--- src/rtl/button_event_detect.sv ---
// Debounces the raw power/reset buttons in the standby clock domain and turns accepted
// level changes into one-cycle press/release pulses, debounced levels and a power long-press.
module button_event_detect #(
    parameter int unsigned DB_CYCLES   = 655,
    parameter int unsigned HOLD_CYCLES = 131072
) (
    input  logic       Clk32768,
    input  logic       ResetN,
    input  logic       PwrButtonN,
    input  logic       RstButtonN,
    output logic [3:0] Interrupt,
    output logic       PwrButtonLevel,
    output logic       RstButtonLevel,
    output logic       PwrLongPress
);

    localparam logic [9:0]  DbMax      = 10'(DB_CYCLES);
    localparam logic [17:0] HoldMax    = 18'(HOLD_CYCLES);
    localparam logic [17:0] HoldMaxM1  = 18'(HOLD_CYCLES - 1);

    typedef enum logic [1:0] {
        StReleased,
        StPressPend,
        StPressed,
        StReleasePend
    } btnStateT;

    // Two-flop synchronisers; idle value is 1 (button released).
    logic pwrMetaQ, pwrSyncQ;
    logic rstMetaQ, rstSyncQ;

    always_ff @(posedge Clk32768) begin
        if (!ResetN) begin
            pwrMetaQ <= 1'b1;
            pwrSyncQ <= 1'b1;
            rstMetaQ <= 1'b1;
            rstSyncQ <= 1'b1;
        end else begin
            pwrMetaQ <= PwrButtonN;
            pwrSyncQ <= pwrMetaQ;
            rstMetaQ <= RstButtonN;
            rstSyncQ <= rstMetaQ;
        end
    end

    btnStateT   pwrStateQ, pwrStateD;
    logic [9:0] pwrDcntQ, pwrDcntD;
    logic       pwrPressD, pwrReleaseD;

    always_comb begin
        pwrStateD   = pwrStateQ;
        pwrDcntD    = pwrDcntQ;
        pwrPressD   = 1'b0;
        pwrReleaseD = 1'b0;
        unique case (pwrStateQ)
            StReleased: begin
                pwrDcntD = '0;
                if (!pwrSyncQ) begin
                    pwrStateD = StPressPend;
                    pwrDcntD  = 10'd1;
                end
            end
            StPressPend: begin
                if (pwrSyncQ) begin
                    pwrStateD = StReleased;
                    pwrDcntD  = '0;
                end else if (pwrDcntQ == DbMax) begin
                    pwrStateD = StPressed;
                    pwrDcntD  = '0;
                    pwrPressD = 1'b1;
                end else begin
                    pwrDcntD = pwrDcntQ + 10'd1;
                end
            end
            StPressed: begin
                pwrDcntD = '0;
                if (pwrSyncQ) begin
                    pwrStateD = StReleasePend;
                    pwrDcntD  = 10'd1;
                end
            end
            StReleasePend: begin
                if (!pwrSyncQ) begin
                    pwrStateD = StPressed;
                    pwrDcntD  = '0;
                end else if (pwrDcntQ == DbMax) begin
                    pwrStateD   = StReleased;
                    pwrDcntD    = '0;
                    pwrReleaseD = 1'b1;
                end else begin
                    pwrDcntD = pwrDcntQ + 10'd1;
                end
            end
        endcase
    end

    btnStateT   rstStateQ, rstStateD;
    logic [9:0] rstDcntQ, rstDcntD;
    logic       rstPressD, rstReleaseD;

    always_comb begin
        rstStateD   = rstStateQ;
        rstDcntD    = rstDcntQ;
        rstPressD   = 1'b0;
        rstReleaseD = 1'b0;
        unique case (rstStateQ)
            StReleased: begin
                rstDcntD = '0;
                if (!rstSyncQ) begin
                    rstStateD = StPressPend;
                    rstDcntD  = 10'd1;
                end
            end
            StPressPend: begin
                if (rstSyncQ) begin
                    rstStateD = StReleased;
                    rstDcntD  = '0;
                end else if (rstDcntQ == DbMax) begin
                    rstStateD = StPressed;
                    rstDcntD  = '0;
                    rstPressD = 1'b1;
                end else begin
                    rstDcntD = rstDcntQ + 10'd1;
                end
            end
            StPressed: begin
                rstDcntD = '0;
                if (rstSyncQ) begin
                    rstStateD = StReleasePend;
                    rstDcntD  = 10'd1;
                end
            end
            StReleasePend: begin
                if (!rstSyncQ) begin
                    rstStateD = StPressed;
                    rstDcntD  = '0;
                end else if (rstDcntQ == DbMax) begin
                    rstStateD   = StReleased;
                    rstDcntD    = '0;
                    rstReleaseD = 1'b1;
                end else begin
                    rstDcntD = rstDcntQ + 10'd1;
                end
            end
        endcase
    end

    // Hold timer runs off the registered state, so it starts the edge after the press pulse
    // and survives bounces inside RELEASE_PEND.
    logic        pwrHeld;
    logic [17:0] hcntQ, hcntD;
    logic        longPressD;

    assign pwrHeld = (pwrStateQ == StPressed) || (pwrStateQ == StReleasePend);

    always_comb begin
        hcntD      = '0;
        longPressD = 1'b0;
        if (pwrHeld) begin
            hcntD      = (hcntQ == HoldMax) ? hcntQ : hcntQ + 18'd1;
            longPressD = (hcntQ == HoldMaxM1);
        end
    end

    logic [3:0] interruptQ;
    logic       longPressQ;

    always_ff @(posedge Clk32768) begin
        if (!ResetN) begin
            pwrStateQ  <= StReleased;
            pwrDcntQ   <= '0;
            rstStateQ  <= StReleased;
            rstDcntQ   <= '0;
            hcntQ      <= '0;
            interruptQ <= '0;
            longPressQ <= 1'b0;
        end else begin
            pwrStateQ  <= pwrStateD;
            pwrDcntQ   <= pwrDcntD;
            rstStateQ  <= rstStateD;
            rstDcntQ   <= rstDcntD;
            hcntQ      <= hcntD;
            interruptQ <= {pwrPressD, pwrReleaseD, rstPressD, rstReleaseD};
            longPressQ <= longPressD;
        end
    end

    assign Interrupt      = interruptQ;
    assign PwrLongPress   = longPressQ;
    assign PwrButtonLevel = (pwrStateQ == StPressed) || (pwrStateQ == StReleasePend);
    assign RstButtonLevel = (rstStateQ == StPressed) || (rstStateQ == StReleasePend);

endmodule

--- config.mk ---
export PLATFORM = sky130hd
export DESIGN_NAME = button_event_detect
export DESIGN_NICKNAME = d
export VERILOG_FILES = /design/src/rtl/button_event_detect.sv
export SDC_FILE = /design/constraint.sdc
export NUM_CORES = 1
export LEC_CHECK = 0
export CAP_MARGIN = 20
export CORE_AREA = 10 10 81 118
export CTS_BUF_LIST = sky130_fd_sc_hd__clkbuf_4 sky130_fd_sc_hd__clkbuf_8 sky130_fd_sc_hd__clkbuf_16
export DETAILED_ROUTE_END_ITERATION = 10
export DIE_AREA = 0 0 91 128
export PLACE_DENSITY = 0.55
export SLEW_MARGIN = 30
export SYNTH_ARGS = -nofsm -noshare
export SYNTH_HDL_FRONTEND = slang
export SYNTH_SLANG_ARGS = --single-unit
--- constraint.sdc ---
create_clock -name Clk32768 -period 4.31 [get_ports Clk32768]
set_input_delay 1.0775 -clock Clk32768 [delete_from_list [all_inputs] [get_ports Clk32768]]
set_output_delay 1.0775 -clock Clk32768 [all_outputs]
set_load 0.05 [all_outputs]
==> metrics.yaml, run 1 <==
clocking:
  path_clk_slew_ps: 60
  cts_num_sinks: 51
  cts.repair.resized: 0
  cts_buffer_depth: 2
  cts_tree: "built"
  insertion_delay_ps: 290
  cts-root-buf: "clkbuf_16"
  holdBufCountCts: 0
  cts_setup_buffers: 0
  htree_levels: 2
  numCtsBuffers: 5
synthesis:
  syn_inst: 238
  ys_ff_latch: 51
  synth_top_area_cell: "dfxtp_1"
  synth-seq-area-share_pct: 46.9
  syn_nets: 246
  synth.avg_cell_area_um2: 9.15
  yosysWarningCount: 0
  synthArstFlopShare_pct: 0
  synth_area_um2: 2180
  synth.area.top_cells: "dfxtp_1 47%, xor2_1 7.2%, nor2_1 6.7%"
  synth_edf_count: 0
  synth_top_cell_area_share_pct: 46.9
  synthFlopType: "dfxtp_1"
  synth_common_cells: "51 x dfxtp_1, 39 x nor2_1, 18 x xor2_1"
  synth_cell_types: 42
  synth_most_common_cell: "dfxtp_1"
min_path:
  min_path_type: "flip-flop to flip-flop"
timing:
  layout_min_cycle_time_ps: 2820
  fmax_mhz: 355
  clock_skew_ps: 3.85
  hold_slack_ps: 413
  setup_violations: 0
  rsz0062_at_grt: "false"
  fin_tns_setup_ps: 0
  hold_viol_final: 0
  maxSlewHeadroom_pct: 57.7
  drv_slew: 0
  worstMarginPinSlew_ps: 633
  period_share_pct: 65.3
critical_path:
  cp-start-kind: "flip-flop"
  crit_path_end_kind: "output port"
  crit_fanout: 10
  worstPathArrival_ps: 1740
  crit_type: "flip-flop to output port"
  path_delay_family: "buffers and inverters"
  crit_chain: "clkdlybuf4s50_1"
  slowest_delay_ps: 890
  critPathBufInv: 1
  cp_slowest_cell: "clkdlybuf4s50_1"
  crit_required_ps: 3230
power_and_ir_drop:
  p_leak_nw: 0.843
  ir_worst_vdd_uv: 154
  cellPowerDensity_nw_per_um2: 389
floorplan:
  die_h_um: 128
  io_pins: 11
  die_area_um2: 11600
  rows: 39
  die_w_um: 91
  start_util_pct: 29.0
  coreArea_um2: 7510
routing:
  totalWireLength_um: 4000
  drc: 0
  drtIter0Drc: 102
  avgViaCountPerCell: 4.63
  dr.pass1.iters: 4
  wl_per_cell_um: 11.5
  final_antenna_net_count: 0
  vias: 1616
cells_and_area:
  fill_cells: 816
  num-nets-final: 254
  layout-drive-gt1-share_pct: 8.10
  area_growth_pct: 17.5
  antennaDiodeCount: 0
grt:
  grt_max_degree: 20
  grt_pass1_vias: 1648
  grt_usage_pct: 7.60
  grt_antenna_before_repair: 0
  grt_pass1_wl_um: 7220
  grt_overflow_total: 0
job:
  maxCapViolCount: 0
placement:
  gp_routability_congestion: 0.720
  io_buffer_count: 10
  dp_hpwl_um: 2930
status:
  outcome: "complete, no violations"
-- layer usage --
layer / GRT usage [%] / vias to the layer above / wire [µm]
li1: - / 829 / -
met1: 7.07 / 765 / 1660
met2: 13.9 / 14 / 2090
met3: 2.05 / 8 / 103
met4: 5.64 / 0 / 140
met5: 0 / - / 0
-- state kept, by name, summed over array words and instances (netlist names), named ones only --
name	count
hcntQ	18
pwrDcntQ	10
rstDcntQ	10
Interrupt	4
PwrLongPress	1
pwrMetaQ	1
pwrStateQ	1
pwrSyncQ	1
rstMetaQ	1
rstStateQ	1
rstSyncQ	1
-- cells by family (layout without fill, tap and decap cells) --
group           count (synthesis)  in the layout  synth area share, %
compound gates                 17             17                 4.54
fa+ha+maj                       4              4                 2.30
flops                          51             51                 46.9
mux                             1              1                0.460
buf+inv                        17             26                 3.33
simple gates                  120            120                 31.2
xor+xnor                       28             28                 11.3
-- path summary, 6_finish.rpt --
kind	start	to	slack [ps]	cells after the start
max reg2reg	flip-flop	hcntQ[12]	2510	3
max	flip-flop	PwrButtonLevel	1490	1
min reg2reg	rstMetaQ	rstSyncQ	410	1
min	rstMetaQ	rstSyncQ	410	1
-- final cells by class --
cell class | instances | area [µm²] | share of cell area, %
Timing Repair Buffer | 11 | 108 | 4.20
Clock inverter | 2 | 60.1 | 2.35
Tap cell | 102 | 128 | 4.99
Inverter | 7 | 26.3 | 1.03
Sequential cell | 51 | 1020 | 39.9
Clock buffer | 6 | 133 | 5.18
Multi-Input combinational cell | 170 | 1080 | 42.4
-- where the power goes --
part           internal, W  switching, W
Sequential        0.000474    0.00000209
Clock             0.000339      0.000170
Combinational   0.00000522    0.00000483
Total             0.000818      0.000177
-- placed cells by master (no fill, tap or decap), types with 2 or more instances in the layout --
cell type        Yosys  final
ha_1                 4      4
bufinv_16            0      2
xnor2_1             10     10
xor2_1              18     18
or2_2                4      4
clkdlybuf4s50_1      0     10
and2_1               3      3
and3_1               5      5
nor4b_1              2      2
and4_1               3      3
nor3_1               3      3
nor2_1              39     39
or3_1                4      4
clkbuf_16            0      5
nand2_1             11     11
nand4_1             13     13
dfxtp_1             51     51
a21oi_1              7      7
nand2b_1             4      4
o21ai_0              4      4
inv_1                7      7
nand3_1             16     16
-- stage by stage --
stage               area [µm²]  setup WS, ps  power [W]  utilization (%)  instances
detailed placement        2370          1360   0.000497             31.5        341
global route              2560          1430    0.00103             34.1        349
floorplan                 2180          2160   0.000492                -        238
global placement          2370          1420   0.000497             31.5        341
CTS                       2560          1460    0.00101             34.1        349
finish                    2560          1490   0.000995             34.1        349
Power figures use the tool's default switching activity.
==> inputs of run 2 (changes only) <==
==> constraint.sdc (replaced) <==
create_clock -name Clk32768 -period 2.9 [get_ports Clk32768]
set_input_delay 0.725 -clock Clk32768 [delete_from_list [all_inputs] [get_ports Clk32768]]
set_output_delay 0.725 -clock Clk32768 [all_outputs]
set_load 0.05 [all_outputs]
==> run 2 against run 1 <==
Utilization decreased by 0.067 points. Clock skew barely moved. First-iteration DRC count down 58%. Non-clock buffer count is 2 higher. Clock power increased by 33%. Global-route usage down 0.16 points. Die area unchanged. Sequential cell count stayed put. Total power up 41%. Via count fell by 2.7%. Largest power group is now registers. Wire length down 1.6%.
==> metrics.yaml, run 2 (synthesized netlist as in run 1, its figures left out) <==
status:
  outcome: "complete, no violations"
timing:
  rsz0062_at_grt: "false"
  worstMarginPinSlew_ps: 511  # -122 ps
  clock_skew_ps: 3.84  # -0.00230 ps
  drv_slew: 0  # unchanged
  maxSlewHeadroom_pct: 65.8  # +8.1 points
  finalWorstSetupSlack_ps: 677  # -818 ps
  setup_violations: 0  # unchanged
  hold_viol_final: 0  # unchanged
  fmax_mhz: 450
  fin_tns_setup_ps: 0  # unchanged
  hold_slack_ps: 406  # -6.75 ps
  layout_min_cycle_time_ps: 2220
  period_share_pct: 76.7
clocking:
  numCtsBuffers: 5  # unchanged
  path_clk_slew_ps: 70  # about the same
  insertion_delay_ps: 290  # about the same
  cts.repair.resized: 0  # unchanged
  cts_buffer_depth: 2  # unchanged
  cts_tree: "built"
  htree_levels: 2  # unchanged
  cts_setup_buffers: 0  # unchanged
  cts_num_sinks: 51  # unchanged
  cts-root-buf: "clkbuf_16"
  holdBufCountCts: 0  # unchanged
routing:
  dr.pass1.iters: 4  # unchanged
  wl_per_cell_um: 11.2  # -2.2%
  totalWireLength_um: 3930  # -1.6%
  avgViaCountPerCell: 4.48  # -3.3%
  drc: 0  # unchanged
  drtIter0Drc: 43  # -58%
  final_antenna_net_count: 0  # unchanged
  vias: 1572  # -2.7%
critical_path:
  critPathBufInv: 1  # unchanged
  path_delay_family: "buffers and inverters"
  crit_chain: "clkdlybuf4s50_1"
  cp-start-kind: "flip-flop"
  crit_required_ps: 2170  # -1060 ps
  crit_fanout: 4  # -6
  worstPathArrival_ps: 1500  # -240 ps
  crit_type: "flip-flop to output port"
  crit_path_end_kind: "output port"
  cp_slowest_cell: "clkdlybuf4s50_1"
  slowest_delay_ps: 830  # -60 ps
cells_and_area:
  num-nets-final: 256  # +0.79%
  area_growth_pct: 17.3
  largest-register: "hcntQ"
  antennaDiodeCount: 0  # unchanged
  reg_top3: "hcntQ x18, pwrDcntQ x10, rstDcntQ x10"
  largest_register_ffs: 18  # unchanged
  mostFrequentLayoutCells: "51 x dfxtp_1, 39 x nor2_1, 18 x xor2_1"
  final_common_cell: "dfxtp_1"
  layout-drive-gt1-share_pct: 8.84  # +0.74 points
grt:
  grt_max_degree: 19  # -5.0%
  grt_antenna_before_repair: 0  # unchanged
  grt_pass1_vias: 1511  # -8.3%
  grt_pass1_wl_um: 6940  # -3.8%
  grt_usage_pct: 7.44  # -0.16 points
  grt_overflow_total: 0  # unchanged
floorplan:
  coreArea_um2: 7510  # unchanged
  io_pins: 11  # unchanged
  start_util_pct: 29.0  # unchanged
  die_h_um: 128  # unchanged
  die_area_um2: 11600  # unchanged
  rows: 39  # unchanged
  die_w_um: 91  # unchanged
placement:
  gp_routability_congestion: 0.741  # +2.9%
  dp_slack_ps: 806  # -554 ps
  dp_hpwl_um: 2850  # -3.0%
  io_buffer_count: 10  # unchanged
power_and_ir_drop:
  cellPowerDensity_nw_per_um2: 548  # +41%
  ir_worst_vdd_uv: 393  # +150%
  p_leak_nw: 0.842  # about the same
job:
  maxCapViolCount: 0  # unchanged
min_path:
  min_path_type: "flip-flop to flip-flop"
## run 2: cell count changes in the layout (fill, tap and decap cells not counted), sizes merged
cell,delta
bufinv,-1
clkbuf,-1
inv,+1
buf,+2
clkinv,+1
## run 2: worst paths after layout
check        startpoint             end  slack (ps)  depth (start not counted)
max           flip-flop  RstButtonLevel         680                          1
min reg2reg    pwrMetaQ        pwrSyncQ         410                          1
max reg2reg    hcntQ[3]       hcntQ[12]        1260                          4
min            pwrMetaQ        pwrSyncQ         410                          1
## run 2: final cells by class
class	instances	area, µm²
Inverter	7	26.3
Timing Repair Buffer	13	123
Fill cell	810	4960
Clock buffer	5	125
Sequential cell	51	1020
Multi-Input combinational cell	170	1080
Tap cell	102	128
Clock inverter	3	47.5
## run 2: metrics by stage
step / instance area [µm²] / power [W] / utilization [%] / std cells
after global routing: 2550 / 0.00146 / 34.0 / 351
after detailed placement: 2380 / 0.000739 / 31.7 / 343
after floorplan: 2180 / 0.000731 / - / 238
after CTS: 2550 / 0.00143 / 34.0 / 351
after global placement: 2380 / 0.000738 / 31.7 / 343
final: 2550 / 0.00140 / 34.0 / 351
## run 2: where the power goes
| group | switching, W | internal (W) | total (W) |
|---|---|---|---|
| sequential | 0.00000313 | 0.000704 | 0.000707 |
| combinational | 0.00000715 | 0.00000773 | 0.0000149 |
| clock | 0.000267 | 0.000412 | 0.000679 |
| total | 0.000278 | 0.00112 | 0.00140 |
## run 2: worst register-to-register path, stage by stage, from the launching register on
cell and delay (ps):
dfxtp_1 420, and4_1 460, nand3_4 130, or4_1 490
o21ai_1 80
## run 2: routing by layer
| metal | share of wire, % | GRT usage (%) |
|---|---|---|
| met5 | 0 | 0 |
| met4 | 3.5 | 5.83 |
| met3 | 2.5 | 2.29 |
| met2 | 51 | 12.7 |
| met1 | 43 | 7.34 |
==> inputs of run 3 (changes only) <==
==> constraint.sdc (replaced) <==
create_clock -name Clk32768 -period 2.09 [get_ports Clk32768]
set_input_delay 0.5225 -clock Clk32768 [delete_from_list [all_inputs] [get_ports Clk32768]]
set_output_delay 0.5225 -clock Clk32768 [all_outputs]
set_load 0.05 [all_outputs]
==> run 3 against run 2 <==
Final cell count shrank 0.28%. Clock skew grew 3.0 ps. Count of clock-buffer cells in the layout grew 1. Sequential power grew 39%. Wire length shrank 1.6%. Non-clock buffer count shrank 1. First-iteration DRC count grew 44%. Critical path type unchanged. Largest power group is now clock. Highest routed layer unchanged.
==> metrics.yaml, run 3 (synthesized netlist as in run 1, its figures left out) <==
status:
  outcome: "complete, no violations"
timing:
  drv_slew: 0  # unchanged
  rsz0062_at_grt: "false"
  clock_skew_ps: 6.89  # +3.04 ps
  setup_violations: 0  # unchanged
  fin_tns_setup_ps: 0  # unchanged
  period_share_pct: 96.3
  worstMarginPinSlew_ps: 506  # -4.84 ps
  fmax_mhz: 497
  layout_min_cycle_time_ps: 2010
  hold_viol_final: 0  # unchanged
  maxSlewHeadroom_pct: 66.2  # +0.32 points
cells_and_area:
  largest-register: "hcntQ"
  num-nets-final: 255  # -0.39%
  reg_top3: "hcntQ x18, pwrDcntQ x10, rstDcntQ x10"
  final_common_cell: "dfxtp_1"
  design_area_um2: 2560  # +0.39%
  antennaDiodeCount: 0  # unchanged
  layout-drive-gt1-share_pct: 8.87  # +0.036 points
  largest_register_ffs: 18  # unchanged
  fill_cells: 811  # +0.12%
  mostFrequentLayoutCells: "51 x dfxtp_1, 39 x nor2_1, 18 x xor2_1"
  area_growth_pct: 17.7
critical_path:
  crit_path_end_kind: "output port"
  crit_chain: "clkdlybuf4s50_1"
  timing.rr.end: "hcntQ[12]"
  crit_fanout: 4  # unchanged
  r2r_slack_ps: 460  # -800 ps
  critPathBufInv: 1  # unchanged
  cp_slowest_cell: "clkdlybuf4s50_1"
  crit_required_ps: 1570  # -600 ps
  cp-start-kind: "flip-flop"
  path_delay_family: "buffers and inverters"
  crit_type: "flip-flop to output port"
  worstPathArrival_ps: 1490  # about the same
  rr_worst_depth: 4  # unchanged
  r2r_start: "hcntQ[2]"
  slowest_delay_ps: 820  # about the same
clocking:
  path_clk_slew_ps: 60  # about the same
  cts_buffer_depth: 2  # unchanged
  cts_tree: "built"
  cts_num_sinks: 51  # unchanged
  holdBufCountCts: 0  # unchanged
  cts.repair.resized: 0  # unchanged
  cts-root-buf: "clkbuf_16"
  insertion_delay_ps: 290  # about the same
  htree_levels: 2  # unchanged
  numCtsBuffers: 5  # unchanged
  cts_setup_buffers: 0  # unchanged
floorplan:
  die_w_um: 91  # unchanged
  io_pins: 11  # unchanged
  die_h_um: 128  # unchanged
  start_util_pct: 29.0  # unchanged
  rows: 39  # unchanged
  die_area_um2: 11600  # unchanged
  coreArea_um2: 7510  # unchanged
grt:
  grt_pass1_wl_um: 6760  # -2.6%
  grt_max_degree: 19  # unchanged
  grt_pass1_vias: 1561  # +3.3%
  grt_usage_pct: 7.16  # -0.27 points
  grt_overflow_total: 0  # unchanged
  grt_antenna_before_repair: 0  # unchanged
placement:
  io_buffer_count: 10  # unchanged
  dpl_cell_area_um2: 2370  # -0.42%
  dp_hpwl_um: 2810  # -1.2%
  gp_routability_congestion: 0.737  # -0.46%
power_and_ir_drop:
  cellPowerDensity_nw_per_um2: 799  # +46%
  p_leak_nw: 0.849  # +0.80%
  ir_worst_vdd_uv: 347  # -12%
routing:
  vias: 1599  # +1.7%
  totalWireLength_um: 3870  # -1.6%
  final_antenna_net_count: 0  # unchanged
  drtIter0Drc: 62  # +44%
  wl_per_cell_um: 11.1  # -1.3%
  avgViaCountPerCell: 4.57  # +2.0%
  dr.pass1.iters: 4  # unchanged
  drc: 0  # unchanged
min_path:
  worstHoldStart: "pwrMetaQ"
  min_path_cells: 1  # unchanged
  min_path_type: "flip-flop to flip-flop"
  min_to: "pwrSyncQ"
job:
  maxCapViolCount: 0  # unchanged
-- run 3: cell types whose count changed in the layout (fill, tap and decap cells not counted) --
cell             previous run  this run
bufinv_16                   1         2
clkbuf_4                    0         1
clkdlybuf4s50_1            10         9
inv_6                       1         0
clkinv_4                    1         0
-- run 3: per-stage QoR --
| stage | util [%] | setup WS, ps | power (W) | cells | hold WS (ps) |
|---|---|---|---|---|---|
| 2_1_floorplan | - | 495 | 0.00101 | 238 | 386 |
| 3_3_place_gp | 31.6 | 271 | 0.00102 | 342 | 389 |
| 3_5_place_dp | 31.6 | 232 | 0.00102 | 342 | 397 |
| 4_1_cts | 34.1 | 55.0 | 0.00207 | 350 | 415 |
| 5_1_grt | 34.1 | 47.5 | 0.00212 | 350 | 424 |
| 6_report | 34.1 | 77.5 | 0.00205 | 350 | 412 |
-- run 3: area by class of cell --
type                       instances  area [µm²]  area share, %
multi-input combinational        170        1080           42.3
sequential                        51        1020           39.8
clock buffer                       6         133           5.17
tap                              102         128           4.98
timing repair buffer              12         113           4.39
clock inverter                     2        60.1           2.34
inverter                           7        26.3           1.02
-- run 3: worst max path at each step --
| stage | startpoint | to | slack [ps] | cells after the start |
|---|---|---|---|---|
| after floorplan | ResetN | hcntQ[12] | 490 | 4 |
| after global placement | ResetN | rstDcntQ[5] | 270 | 5 |
| after detailed placement | ResetN | rstDcntQ[5] | 230 | 5 |
| after CTS | flip-flop | RstButtonLevel | 60 | 1 |
| after global routing | flip-flop | RstButtonLevel | 50 | 1 |
| final | flip-flop | RstButtonLevel | 80 | 1 |
-- run 3: power breakdown --
group / total (W) / internal [W] / switching (W)
combinational: 0.0000208 / 0.0000107 / 0.0000100
sequential: 0.000981 / 0.000977 / 0.00000416
clock: 0.00105 / 0.000699 / 0.000349
-- run 3: routing by layer --
metal  global-route usage (%)  vias up  wire, µm
li1                         -      832         -
met4                     5.00        0       121
met1                     6.42      750      1610
met3                     2.70        6       130
met5                        0        -         0
met2                     13.0       11      2010
